==> src/rtl/ps2_keyboard.sv <==
// PS/2 keyboard receiver: synchronises ps2_clk, assembles 11-bit frames,
// validates them and queues good bytes in a small FIFO with 7-seg readout.
module ps2_keyboard #(
  parameter int unsigned FIFO_AW = 3
) (
  input  logic       clk,
  input  logic       clrn,
  input  logic       ps2_clk,
  input  logic       ps2_data,
  input  logic       nextdata_n,
  output logic [7:0] data,
  output logic       ready,
  output logic       overflow,
  output logic [6:0] hex0,
  output logic [6:0] hex1
);

  localparam int unsigned DEPTH = 2 ** FIFO_AW;
  localparam int unsigned CNT_W = FIFO_AW + 1;

  logic [2:0]         sync_q;
  logic [3:0]         cnt_q, cnt_d;
  logic [10:0]        frame_q, frame_d;
  logic               nd_q;
  logic [FIFO_AW-1:0] wr_ptr_q, wr_ptr_d;
  logic [FIFO_AW-1:0] rd_ptr_q, rd_ptr_d;
  logic [CNT_W-1:0]   count_q, count_d;
  logic               overflow_q, overflow_d;
  logic [7:0]         mem_q [DEPTH];

  logic        fall;
  logic [10:0] frame_full;
  logic        frame_ok;
  logic        full;
  logic        pop;
  logic        push_ok;

  // Falling edge seen between the two oldest synchroniser stages.
  assign fall       = sync_q[2] & ~sync_q[1];
  assign frame_full = {ps2_data, frame_q[9:0]};
  assign frame_ok   = fall && (cnt_q == 4'd10) && !frame_full[0] && frame_full[10]
                      && (^frame_full[9:1]);
  assign full       = (count_q == CNT_W'(DEPTH));
  assign ready      = (count_q != '0);
  assign pop        = nd_q & ~nextdata_n & ready;
  assign push_ok    = frame_ok & (~full | pop);
  assign data       = mem_q[rd_ptr_q];
  assign overflow   = overflow_q;

  always_comb begin
    cnt_d      = cnt_q;
    frame_d    = frame_q;
    wr_ptr_d   = wr_ptr_q;
    rd_ptr_d   = rd_ptr_q;
    count_d    = count_q;
    overflow_d = overflow_q;
    if (fall) begin
      if (cnt_q == 4'd10) begin
        cnt_d = 4'd0;
      end else begin
        frame_d[cnt_q] = ps2_data;
        cnt_d          = cnt_q + 4'd1;
      end
    end
    if (push_ok) wr_ptr_d = wr_ptr_q + FIFO_AW'(1);
    if (pop)     rd_ptr_d = rd_ptr_q + FIFO_AW'(1);
    case ({push_ok, pop})
      2'b10:   count_d = count_q + CNT_W'(1);
      2'b01:   count_d = count_q - CNT_W'(1);
      default: count_d = count_q;
    endcase
    // A pop in the same cycle frees the slot, so only a pop-less push on full is lost.
    if (frame_ok && full && !pop) overflow_d = 1'b1;
  end

  always_ff @(posedge clk) begin
    if (clrn) begin
      sync_q     <= 3'b111;
      nd_q       <= 1'b1;
      cnt_q      <= 4'd0;
      frame_q    <= '0;
      wr_ptr_q   <= '0;
      rd_ptr_q   <= '0;
      count_q    <= '0;
      overflow_q <= 1'b0;
    end else begin
      sync_q     <= {sync_q[1:0], ps2_clk};
      nd_q       <= nextdata_n;
      cnt_q      <= cnt_d;
      frame_q    <= frame_d;
      wr_ptr_q   <= wr_ptr_d;
      rd_ptr_q   <= rd_ptr_d;
      count_q    <= count_d;
      overflow_q <= overflow_d;
    end
  end

  // FIFO storage needs no reset; pointers and count define validity.
  always_ff @(posedge clk) begin
    if (!clrn && push_ok) mem_q[wr_ptr_q] <= frame_full[8:1];
  end

  function automatic logic [6:0] seg7(input logic [3:0] v);
    case (v)
      4'h0: seg7 = 7'b1000000;
      4'h1: seg7 = 7'b1111001;
      4'h2: seg7 = 7'b0100100;
      4'h3: seg7 = 7'b0110000;
      4'h4: seg7 = 7'b0011001;
      4'h5: seg7 = 7'b0010010;
      4'h6: seg7 = 7'b0000010;
      4'h7: seg7 = 7'b1111000;
      4'h8: seg7 = 7'b0000000;
      4'h9: seg7 = 7'b0010000;
      4'hA: seg7 = 7'b0001000;
      4'hB: seg7 = 7'b0000011;
      4'hC: seg7 = 7'b1000110;
      4'hD: seg7 = 7'b0100001;
      4'hE: seg7 = 7'b0000110;
      default: seg7 = 7'b0001110;
    endcase
  endfunction

  assign hex0 = ready ? seg7(data[3:0]) : 7'b1111111;
  assign hex1 = ready ? seg7(data[7:4]) : 7'b1111111;

endmodule

==> config.mk <==
export PLATFORM = sky130hd
export DESIGN_NAME = ps2_keyboard
export DESIGN_NICKNAME = d
export VERILOG_FILES = /design/src/rtl/ps2_keyboard.sv
export SDC_FILE = /design/constraint.sdc
export NUM_CORES = 1
export LEC_CHECK = 0
export BUFFER_PORTS_ARGS = -buffer_cell sky130_fd_sc_hd__clkbuf_2
export CAP_MARGIN = 20
export CORE_UTILIZATION = 45
export CTS_CLUSTER_SIZE = 16
export DETAILED_ROUTE_END_ITERATION = 8
export PLACE_DENSITY_LB_ADDON = 0.1
export SLEW_MARGIN = 15
export SYNTH_ARGS = -nofsm -noshare
export SYNTH_HDL_FRONTEND = slang
export SYNTH_SLANG_ARGS = --single-unit
export TNS_END_PERCENT = 50
==> constraint.sdc <==
create_clock -name clk -period 2.54 [get_ports clk]
set_input_delay 0.127 -clock clk [delete_from_list [all_inputs] [get_ports clk]]
set_output_delay 0.127 -clock clk [all_outputs]
set_load 0.01 [all_outputs]
## Yosys cells after proc, flatten, opt, wreduce, memory -nomap -nowiden

Memory sizes are Yosys's and may differ from the RTL's. A register that Yosys moved wholly into a read port is not among the register bits.
Cells that the tools add are included.

- Reduce and logical (&&, ||, !) cells: 15
- $mul: 0
- $add $sub $neg: 5
- Mux-type cells: 11
- Div/mod/pow operators: 0
- Bitwise gates (word level): 9
- Shifts and indexed selects: 0
- Eq/ne operators: 4
- Order comparisons: 2

Operators with widths:

| operator | count |
|---|---|
| 7-bit 2-to-1 mux | 2 |
| 11-bit bitwise mux | 1 |
| 9-bit parity | 1 |
| 4-bit by 1-bit adder with 4-bit output, second input constant | 2 |
| 4-bit equality test, second input constant | 2 |
| 1-bit logical AND | 8 |
| 4-bit case mux with 2 select lines | 1 |
| 3-bit by 1-bit adder with 3-bit output, second input constant | 2 |
| 3-bit 2-to-1 mux | 2 |
| 4-bit by 5-bit < comparator with 1-bit output, second input constant | 1 |
| 1-bit AND | 4 |
| 1-bit demux with 4-bit select | 1 |
| 4-bit by 1-bit >= comparator with 1-bit output, second input constant | 1 |
| 4-bit 2-to-1 mux | 1 |
| 1-bit inverter | 4 |
| 4-bit nonzero test | 1 |
| 4-bit by 1-bit subtractor with 4-bit output, second input constant | 1 |
| 1-bit zero test | 3 |
| 1-bit 2-to-1 mux | 3 |
| 2-bit by 1-bit equality test with 1-bit output, second input constant | 1 |
| 2-bit equality test, second input constant | 1 |
| 2-bit AND reduction | 1 |
| 2-bit nonzero test | 1 |
| 1-bit bitwise OR | 1 |

- Flip-flop bits (word level): 30
- Memories: 3
- Bits in latches: 0
- Logic and storage cells: 57
- ROM bits: 224
- Memory bits (writable): 64
- Output and inout port bits: 24

Memory list:

| memory | depth | width | read ports | clocked after Yosys merged registers in | write ports | RTL line | source |
|---|---|---|---|---|---|---|---|
| (no name shown) | 16 | 7 | 1 | 0 | 0 | 104 | `case (v)` |
| (no name shown) | 16 | 7 | 1 | 0 | 0 | 104 |  |
| mem_q | 8 | 8 | 1 | 1 | 1 | 29 | `logic [7:0] mem_q [DEPTH];` |

## Logic depth before layout (Yosys ltp)

Gate-level depths: netlist of run 1.

- Depth in word-level cells: 10
- Depth in mapped cells: 12
- Gate-level depth less buffers: 11

## Worst setup path after synthesis of run 1

No wires, ideal clock.

- Path kind: register to register
- Start: register frame_q[5]
- End: register count_q[3]
- Setup slack: -0.251 ns
- Clock period less this slack: 2.791 ns
- Arrival time: 2.720 ns
- Stages on the path, launching flop included: 12
- Library setup time: 0.070 ns
- Cells stage by stage: dfxtp_1 xor2_1 xnor3_1 xor2_1 nand3_1 ha_1 ha_1 a21o_1 a21oi_1 xnor2_1 or3_1 a21oi_1

- Cells in the longest elaborated chain, start to end: 5

RTL lines:

| element | RTL line | source |
|---|---|---|
| from (decl) | 23 | `logic [10:0] frame_q, frame_d;` |
| from (signal assigned) | 90 | `frame_q <= frame_d;` |
| 9-bit parity (*) | 42 | `&& (^frame_full[9:1]);` |
| 1-bit logical AND (*) | 42 |  |
| 1-bit AND (*) | 46 | `assign push_ok = frame_ok & (~full \| pop);` |
| 2-bit by 1-bit equality test with 1-bit output or 2-bit equality test (tied branches) | 67 | `case ({push_ok, pop})` |
| 4-bit case mux with 2 select lines or 2-bit nonzero test (tied branches) | -- |  |
| to (signal assigned) | 93 | `count_q <= count_d;` |
| to (decl) | 27 | `logic [CNT_W-1:0] count_q, count_d;` |

Mark *: on every way between the ends. The rest lies on a longest branch, timed or not.
A chain may end at the register's enable or synchronous reset.

==> results.md, run 1 <==
- Placed Cells: between 500 and 600
- Syn Std Cell Area: around 0.0045 sq mm
- Synth unique cells: 53
- Top cells by count, synth: edfxtp_1, dfxtp_1, nor2_1
- Syn-to-layout area delta: 24.78%
- Post-synth EDFFs: 64
- Detailed Route Iter0 Violations: around 140
- CP endpoint kind: output pin
- Critical path arrival: 2.63 ns
- LEAKAGE: about 2 nW
- Placeable Area: 0.009729 sq mm
- Hold depth: 2
- Fillers: ~830
- Top FF cell, synth: edfxtp_1
- Vias per cell: roughly 5.2
- Initial antenna violation count: 0
- Avg Cell Area, Syn: about 13 sq um
- Port bufs: 28
- Req. time, crit path: about 2.4 ns
- RSZ-0062 raised after global routing: yes
- Ys Warns: 0
- Clock transition at path regs: about 0.10 ns
- Die ar.: 0.01038 sq mm
- Number of I/O pins: 29
- Gpl congestion: about 0.73
- Yosys top cell by area: edfxtp_1
- Seq cells post-synth: 96
- Vias: 2979
- CP Class: reg -> out
- Least-Margin Pin Slew: 0.7075 ns
- CTS Buf Count: 9
- Syn Nets: roughly 370
- Yosys top cell area share: 42.82%
- Top post-synthesis cells by area: edfxtp_1, dfxtp_1, mux4_2
- Place WS: -0.08989 ns
- Worst setup margin: -0.2219 ns
- Max_cap viols: 0
- Gr usage total: between 10% and 20%
- Tmin final: between 2 and 3 ns
- TritonCTS clock tree: yes
- Starting Density: 46.13%
- Total Wirelength: 9335 um
- Global-route wire length before repair: approximately 14000 um
- Clk buf depth: 2
- Initial DRT Pass Iterations: 4
- Max Fclk: ~0.36 GHz
- Worst VDD drop: ~0.00033 V
- Violated checks: setup timing
- R2r worst-path depth: 11
- Ys async rst share: 0%
- Hold path start: clrn
- Top-count cell post-synth: edfxtp_1
- DRC Markers: 0
- Max Slew Vio Count: 0
- Setup violators final: 14
- Worst hold path class: in -> reg
- Pwr/cell area: 464.4 mW/mm^2
- Worst-path fanout max: 5
- Sequential cell area fraction in the yosys report: 57.10%
- Clk_skew: ~0.012 ns
- Startpoint types: register
- R2r startpoint: frame_q[6]$_SDFFE_PP0P_
- Clock Latency Late Sink: 0.36 ns
- Root Driver: clkbuf_8
- Non-Filler Instances: ~570
- Final hold viol count: 0
- Count of mapped cells out of synthesis: approximately 350
- Clk sinks: 96
- Number of global-route vias before repair: roughly 2900
- Final net count: 457
- Antenna viol nets, final: 0
- Antenna Cells: 0
- DIE WIDTH: approximately 100 um
- GRT Residual Overflow: 0
- Routed len/inst: roughly 16 um
- Core Rows: 36
- H-tree levels: 3
- Share of cells above drive strength 1: a little under two fifths
- Slew HR: a little over half
- Status: complete, but fails checks
- Die Ht: ~100 um
- Detailed Place HPWL: between 5000 and 6000 um
- Largest net degree at the start of global routing: 27
- Period utilization: 108.7%
==> worst paths after layout <==
kind / slack (ns) / endpoint
max: -0.22 / hex0[1]
min: 0.09 / register
max reg2reg: -0.09 / count_q[3]$_SDFFE_PP0P_
min reg2reg: 0.41 / sync_q[1]$_SDFF_PP1_
==> placed cells by master, fill, tap and decap left out, types with 3 or more instances in the layout <==
cell type / count
buf_4: 44
ha_1: 9
inv_2: 4
xnor2_1: 7
mux2i_4: 3
nor2_2: 3
xor2_1: 6
mux2_4: 5
clkbuf_2: 20
o21ai_1: 4
dfxtp_4: 3
nor2b_1: 5
buf_6: 11
a21oi_2: 3
clkbuf_8: 9
nor4_2: 3
buf_2: 8
ha_4: 4
ha_2: 4
inv_1: 10
nand3_1: 11
mux4_2: 15
o21ai_0: 9
a221o_1: 6
inv_6: 4
mux2i_1: 8
a21oi_1: 22
nand2_1: 24
nor2_4: 3
nor2_1: 23
edfxtp_1: 64
nand2b_1: 4
nor3_1: 6
dfxtp_1: 27
or2_2: 4
==> final cells by class <==
type,instances,area (sq um),share of cell area [%]
clock buffers,10,127.6,2.279
clock inverters,6,50.05,0.8937
inverters,15,58.81,1.050
multi-input cells,225,1972,35.21
flip-flops and latches,96,2576,46.00
well taps,133,166.4,2.971
repair buffers,87,649.4,11.60
==> cell families (layout without fill, tap and decap cells) <==
| kind of cell | after synthesis | after routing | synth area share (%) |
|---|---|---|---|
| AOI/OAI and AO/OA | 55 | 55 | 7.527 |
| xor gates and xnor gates | 15 | 15 | 3.234 |
| adders and majority gates | 18 | 18 | 5.185 |
| buffers and inverters | 31 | 118 | 3.206 |
| DFF | 96 | 96 | 57.09 |
| muxes | 32 | 33 | 12.15 |
| and+or+nand+nor | 104 | 104 | 11.60 |
==> state kept, by name (all words and copies together) (netlist names), 3 cells and up, named ones only <==
name and cells:
frame_q 10, count_q 4, wr_ptr_q 3, mem_q 64
cnt_q 4, sync_q 3, rd_ptr_q 3
==> report_power, final <==
part,internal [mW],switching (mW),leakage (nW)
Sequential,1.64,0.00194,0.855
Combinational,0.0135,0.0206,1.06
Clock,0.371,0.549,0.0843
==> worst max-delay path, cell delays in order (launching register included) <==
cell	delay [ns]
dfxtp_4	0.38
buf_12	0.14
buf_6	0.11
mux2_4	0.28
mux4_2	0.59
buf_6	0.19
nor2_4	0.10
a21oi_2	0.05
a221o_1	0.30
buf_2	0.14
==> stage by stage <==
| stage | instance area, sq um | setup TNS (ns) | utilization [%] | hold WS (ns) | total power, mW |
|---|---|---|---|---|---|
| 2_1_floorplan | 4519 | -0.1867 | - | 0.2308 | 1.705 |
| 3_3_place_gp | 5035 | -0.01811 | 51.75 | 0.3147 | 1.715 |
| 3_5_place_dp | 5035 | -0.08989 | 51.75 | 0.3143 | 1.716 |
| 4_1_cts | 5522 | -2.256 | 56.75 | 0.07582 | 2.635 |
| 5_1_grt | 5600 | -3.404 | 57.56 | 0.06975 | 2.707 |
| 6_report | 5600 | -1.935 | 57.56 | 0.08824 | 2.601 |
==> routing by layer <==
metal / global-route usage, % / vias to the layer above / share of wire (%) / wire length (um)
li1: - / 1456 / - / -
met1: 23.23 / 1460 / 45 / 4238
met3: 3.830 / 10 / 2.3 / 219
met4: 4.725 / 0 / 0.86 / 80
met2: 33.68 / 53 / 51 / 4797
met5: 0 / - / 0 / 0
==> timing repair <==
| action | in CTS | in global routing |
|---|---|---|
| pin swaps | 9 | 15 |
| endpoints found under the hold margin | 2 | 0 |
| gates resized for setup | 36 | 34 |
| cloned | 2 | 1 |
| endpoints found under the setup margin | 15 | 16 |
| hold buffers | 2 | 0 |
| setup buffers | 16 | 10 |
(Power assumes the default switching activity.)
==> inputs of run 2 (changes only) <==
Settings changed: CELL_PAD_IN_SITES_DETAIL_PLACEMENT set to 1, CELL_PAD_IN_SITES_GLOBAL_PLACEMENT set to 2, CORE_UTILIZATION 45 to 38.
==> results.md, run 2 (synthesis results as in run 1) <==
- Met3 usage: 4.757% (was 3.830%)
- Clock Latency Late Sink: 0.35 ns (was 0.36 ns)
- Vias: 2976 (was 2979)
- CP cell instances: buf_16 -> buf_12 -> mux2_4 -> mux4_2 -> buf_6 -> and2_4 -> a221o_1 -> clkbuf_2 (was buf_12 -> buf_6 -> mux2_4 -> mux4_2 -> buf_6 -> nor2_4 -> a21oi_2 -> a221o_1 -> buf_2)
- Total Wirelength: 10370 um (was 9335 um)
- Setup violators final: 14 (unchanged)
- Clock transition at path regs: 0.06 ns (was 0.10 ns)
- Max_cap viols: 0 (unchanged)
- Slowest cell on crit path: mux4_2 (unchanged)
- Largest net degree at the start of global routing: 31 (was 27)
- Setup TNS: -1.401 ns (was -1.935 ns)
- Final core occ: 50.08% (was 57.56%)
- Met1 Use GR: 23.39% (was 23.23%)
- Worst hold path class: in -> reg (unchanged)
- Met2 global-route usage: 29.07% (was 33.68%)
- DRC Markers: 0 (unchanged)
- Overall Power: 2.923 mW (was 2.601 mW)
- Initial antenna violation count: 0 (unchanged)
- Share of cells above drive strength 1: 37.16% (was 38.27%)
- Least-Margin Pin Slew: 0.6767 ns (was 0.7075 ns)
- Antenna Cells: 0 (unchanged)
- GRT Residual Overflow: 0 (unchanged)
- Non-Filler Instances: 579 (was 572)
- Top Registers: mem_q: 64 flops, frame_q: 10 flops (unchanged)
- Final net count: 455 (was 457)
- Final hold viol count: 0 (unchanged)
- Port bufs: 28 (unchanged)
- Vias per cell: 5.140 (was 5.208)
- Commonest cells after routing, fill and taps aside: edfxtp_1, buf_4, nor2_1 (was edfxtp_1, buf_4, dfxtp_1)
- Worst setup margin: -0.1993 ns (was -0.2219 ns)
- Gr usage total: 17.79% (was 18.77%)
- Die ar.: 0.01225 sq mm (was 0.01038 sq mm)
- Sequential power share: 56.4% (was 63.3%)
- Starting Density: 39.14% (was 46.13%)
- Violated checks: setup timing (unchanged)
- Clk_skew: 0.008448 ns (was 0.01188 ns)
- LEAKAGE: 2.034 nW (was 1.997 nW)
- Logic pwr share: 1.2% (was 1.3%)
- Global-route wire length before repair: 16390 um (was 14370 um)
- Worst-path fanout max: 7 (was 5)
- Top reg by flops: mem_q (unchanged)
- Critical path arrival: 2.61 ns (was 2.63 ns)
- Startpoint types: register (unchanged)
- DP Area: 0.005090 sq mm (was 0.005035 sq mm)
- Initial DRT Pass Iterations: 4 (unchanged)
- Max reg flops: 64 (unchanged)
- Place WS: -0.1699 ns (was -0.08989 ns)
- Detailed Route Iter0 Violations: 151 (was 141)
- Pwr/cell area: 509.0 mW/mm^2 (was 464.4 mW/mm^2)
- CTS Buf Count: 9 (unchanged)
- TritonCTS clock tree: yes (unchanged)
- Number of I/O pins: 29 (unchanged)
- Status: complete, but fails checks (unchanged)
- Number of global-route vias before repair: 3011 (was 2875)
- Clk sinks: 96 (unchanged)
- RSZ-0062 raised after global routing: yes (unchanged)
- Max Slew Vio Count: 0 (unchanged)
- Die Ht: 110.7 um (was 101.9 um)
- Clock power share: 42.4% (was 35.4%)
- Detailed Place HPWL: 6938 um (was 5804 um)
- H-tree levels: 3 (unchanged)
- Sw Pwr: 602.0 uW (was 571.9 uW)
- CP Class: reg -> out (unchanged)
- Sw frac: 20.59% (was 21.99%)
- Req. time, crit path: 2.41 ns (about the same)
- Min Hold Slack: 0.1816 ns (was 0.08824 ns)
- Placed Cells: 547 (was 533)
- Root Driver: clkbuf_16 (was clkbuf_8)
- Gpl congestion: 0.7747 (was 0.7315)
- Tmin final: 2.739 ns (was 2.762 ns)
- Worst VDD drop: 0.0003536 V (was 0.0003294 V)
- Placeable Area: 0.01147 sq mm (was 0.009729 sq mm)
- Commonest non-fill, non-tap cell in the layout: edfxtp_1 (unchanged)
- DIE WIDTH: 110.7 um (was 101.9 um)
- Max Fclk: 0.3651 GHz (was 0.3621 GHz)
- Core Rows: 39 (was 36)
- Worst stage delay on the critical path: 0.60 ns (was 0.59 ns)
- Int Power: 2.321 mW (was 2.029 mW)
- Clk buf depth: 2 (unchanged)
- Fillers: 1182 (was 825)
- Busiest grt layer: met2 (unchanged)
- Slew HR: 54.79% (was 52.73%)
- Antenna viol nets, final: 0 (unchanged)
- Syn-to-layout area delta: 27.96% (was 24.78%)
- CP endpoint kind: output pin (unchanged)
- Routed len/inst: 17.92 um (was 16.32 um)
- Fin area: 0.005743 sq mm (was 0.005600 sq mm)
- Period utilization: 107.8% (was 108.7%)
run 2: power groups by stage:
stage	clock (mW)	combinational [mW]	sequential [mW]
after global placement	0	0.0331	1.68
after CTS	1.29	0.0361	1.65
after global routing	1.36	0.0393	1.65
after detailed placement	0	0.0337	1.68
final	1.24	0.0354	1.65
after floorplan	0	0.0219	1.68
run 2: critical path: cells and delay by family (launching register included):
family / cells / cell delay, ns
compound gates: 1 / 0.30
buf+inv: 4 / 0.57
flops: 1 / 0.37
mux: 2 / 0.88
simple gates: 1 / 0.14
run 2: layout make-up:
type | count | area (sq um) | share of cell area [%]
multi-input combinational | 224 | 1987 | 34.60
sequential | 96 | 2577 | 44.88
timing repair buffer | 86 | 668.1 | 11.63
clock buffer | 9 | 225.2 | 3.922
tap | 143 | 178.9 | 3.115
clock inverter | 6 | 45.04 | 0.7843
inverter | 15 | 61.31 | 1.068
run 2: path summary, 6_finish.rpt:
kind	depth (start not counted)	endpoint	start	slack [ns]
max	8	hex0[5]	register	-0.20
min	3	frame_q[5]$_SDFFE_PP0P_	ps2_data	0.18
max reg2reg	11	count_q[3]$_SDFFE_PP0P_	frame_q[4]$_SDFFE_PP0P_	-0.06
min reg2reg	1	sync_q[1]$_SDFF_PP1_	sync_q[0]$_SDFF_PP1_	0.43
run 2: what timing repair did:
| action | in CTS | in global routing |
|---|---|---|
| hold endpoints to repair | 2 | 0 |
| setup buffers | 14 | 1 |
| endpoints found under the setup margin | 15 | 17 |
| pin swaps | 4 | 14 |
| hold buffers | 2 | 0 |
| gates cloned | 1 | 0 |
| gates resized for setup | 34 | 26 |
run 2: layer usage:
layer / vias to the layer above / wire, um / share of wire [%]
li1: 1450 / - / -
met5: - / 0 / 0
met4: 0 / 93 / 0.90
met3: 6 / 228 / 2.2
met2: 26 / 5166 / 50
met1: 1494 / 4886 / 47
==> inputs of run 3 (changes only) <==
Settings changed: CORE_UTILIZATION 38 to 42.
Clock period 2.54 ns to 2.6 ns, I/O delays scaled along.
==> results.md, run 3 (synthesis results as in run 1) <==
- CP endpoint kind: output pin (unchanged)
- Gpl congestion: 0.7807 (was 0.7747)
- Int Power: 1.985 mW (was 2.321 mW)
- Initial antenna violation count: 0 (unchanged)
- Core Rows: 37 (was 39)
- Top reg by flops: mem_q (unchanged)
- Placeable Area: 0.01032 sq mm (was 0.01147 sq mm)
- Sequential power share: 62.8% (was 56.4%)
- Worst hold path class: in -> reg (unchanged)
- Initial DRT Pass Iterations: 5 (was 4)
- Period utilization: 105.6%
- Antenna viol nets, final: 0 (unchanged)
- CP Class: reg -> out (unchanged)
- Req. time, crit path: 2.47 ns (was 2.41 ns)
- Die ar.: 0.01110 sq mm (was 0.01225 sq mm)
- Clock transition at path regs: 0.09 ns (was 0.06 ns)
- Port bufs: 28 (unchanged)
- Root Driver: clkbuf_8 (was clkbuf_16)
- FF-to-FF setup slack: -0.02 ns (was -0.06 ns)
- Pwr/cell area: 454.5 mW/mm^2 (was 509.0 mW/mm^2)
- Worst-path fanout max: 5 (was 7)
- H-tree levels: 3 (unchanged)
- LEAKAGE: 1.999 nW (was 2.034 nW)
- Die Ht: 105.4 um (was 110.7 um)
- Overall Power: 2.563 mW (was 2.923 mW)
- Starting Density: 43.47% (was 39.14%)
- Multi-input logic area: 0.001998 sq mm (was 0.001987 sq mm)
- Total Wirelength: 10450 um (was 10370 um)
- Sequential cell area: 0.002579 sq mm (was 0.002577 sq mm)
- Routed len/inst: 18.27 um (was 17.92 um)
- Setup violators final: 13 (was 14)
- Fillers: 1072 (was 1182)
- TritonCTS clock tree: yes (unchanged)
- Least-Margin Pin Slew: 0.6517 ns (was 0.6767 ns)
- Worst setup margin: -0.1466 ns (was -0.1993 ns)
- Violated checks: setup timing (unchanged)
- Worst VDD drop: 0.0003394 V (was 0.0003536 V)
- Largest net degree at the start of global routing: 30 (was 31)
- Startpoint types: register (unchanged)
- DIE WIDTH: 105.4 um (was 110.7 um)
- Share of cells above drive strength 1: 38.76% (was 37.16%)
- Max Slew Vio Count: 0 (unchanged)
- Critical path arrival: 2.62 ns (was 2.61 ns)
- Number of global-route vias before repair: 3215 (was 3011)
- GRT Residual Overflow: 0 (unchanged)
- Max reg flops: 64 (unchanged)
- Clk buf depth: 2 (unchanged)
- Final net count: 454 (was 455)
- Status: complete, but fails checks (unchanged)
- Logic pwr share: 1.3% (was 1.2%)
- Global-route wire length before repair: 16790 um (was 16390 um)
- Clock power share: 35.9% (was 42.4%)
- Commonest non-fill, non-tap cell in the layout: edfxtp_1 (unchanged)
- Min Hold Slack: 0.07812 ns (was 0.1816 ns)
- Clk_skew: 0.01229 ns (was 0.008448 ns)
- Top Registers: mem_q: 64 flops, frame_q: 10 flops (unchanged)
- RSZ-0062 raised after global routing: yes (unchanged)
- CTS Buf Count: 9 (unchanged)
- Gr usage total: 20.21% (was 17.79%)
- Final hold viol count: 0 (unchanged)
- Detailed Route Iter0 Violations: 116 (was 151)
- DRC Markers: 0 (unchanged)
- Fin area: 0.005640 sq mm (was 0.005743 sq mm)
- Sw frac: 22.58% (was 20.59%)
- Slew HR: 56.46% (was 54.79%)
- DP Area: 0.005062 sq mm (was 0.005090 sq mm)
- Clock Latency Late Sink: 0.37 ns (was 0.35 ns)
- Tmin final: about 2.7 ns
- Vias per cell: 5.364 (was 5.140)
- Vias: 3068 (was 2976)
- Max Fclk: 0.3641 GHz
- Antenna Cells: 0 (unchanged)
- Commonest cells after routing, fill and taps aside: edfxtp_1, buf_4, nor2_1, nand2_1, dfxtp_1 (was edfxtp_1, buf_4, nor2_1)
- Clk sinks: 96 (unchanged)
- Syn-to-layout area delta: 25.68% (was 27.96%)
- Number of I/O pins: 29 (unchanged)
- Max_cap viols: 0 (unchanged)
- Sw Pwr: 578.7 uW (was 602.0 uW)
- Detailed Place HPWL: 7013 um (was 6938 um)
-- run 3: worst max-delay path, cell delays in order (launching register included) --
cell and delay [ns]:
dfxtp_4 0.40, buf_12 0.14, buf_12 0.11, mux2_4 0.29, mux4_2 0.58, buf_6 0.18, nor2_4 0.09, a21oi_1 0.05
a221o_1 0.29, clkbuf_2 0.13
-- run 3: routing by layer --
| layer | up-vias | global-route usage (%) | share of wire [%] |
|---|---|---|---|
| met5 | - | 0 | 0 |
| met4 | 0 | 7.243 | 2.3 |
| met3 | 17 | 4.205 | 2.5 |
| met2 | 45 | 34.49 | 50 |
| met1 | 1559 | 25.35 | 45 |
| li1 | 1447 | - | - |
-- run 3: cell type report --
| cell class | instances | share of cell area, % |
|---|---|---|
| clock inverters | 7 | 1.043 |
| flip-flops and latches | 96 | 45.72 |
| clock buffers | 9 | 2.196 |
| repair buffers | 85 | 11.56 |
| inverters | 15 | 1.043 |
| multi-input cells | 224 | 35.43 |
| well taps | 136 | 3.017 |
-- run 3: power by group through the flow --
stage	Sequential, mW	Clock, mW	Combinational, mW
CTS	1.61	0.954	0.0343
global route	1.61	1.02	0.0376
global placement	1.65	0	0.0310
detailed placement	1.65	0	0.0318
finish	1.61	0.921	0.0336
floorplan	1.64	0	0.0212
-- run 3: final timing paths --
| kind | start | end | cells past startpoint |
|---|---|---|---|
| worst max-delay path | register | hex0[1] | 9 |
| worst min-delay path | clrn | rd_ptr_q[2]$_SDFFE_PP0P_ | 2 |
| worst max register to register | frame_q[5]$_SDFFE_PP0P_ | count_q[3]$_SDFFE_PP0P_ | 11 |
| worst min register to register | sync_q[0]$_SDFF_PP1_ | sync_q[1]$_SDFF_PP1_ | 1 |
-- run 3: what timing repair did --
action | CTS | global route
cloned | 1 | 0
pin swaps | 6 | 9
setup endpoints to repair | 15 | 16
hold endpoints to repair | 2 | 0
resized for setup | 45 | 21
hold buffers | 2 | 0
buffers inserted | 11 | 2
-- run 3: through the flow --
stage | setup WS, ns | std cells | TNS [ns] | util, %
6_report | -0.1466 | 572 | -1.035 | 54.64
5_1_grt | -0.2424 | 572 | -2.678 | 54.64
4_1_cts | -0.1662 | 570 | -1.419 | 53.68
3_5_place_dp | -0.04083 | 540 | -0.04083 | 49.04
3_3_place_gp | -0.01193 | 540 | -0.01193 | 49.04
2_1_floorplan | -0.01639 | 351 | -0.02332 | -
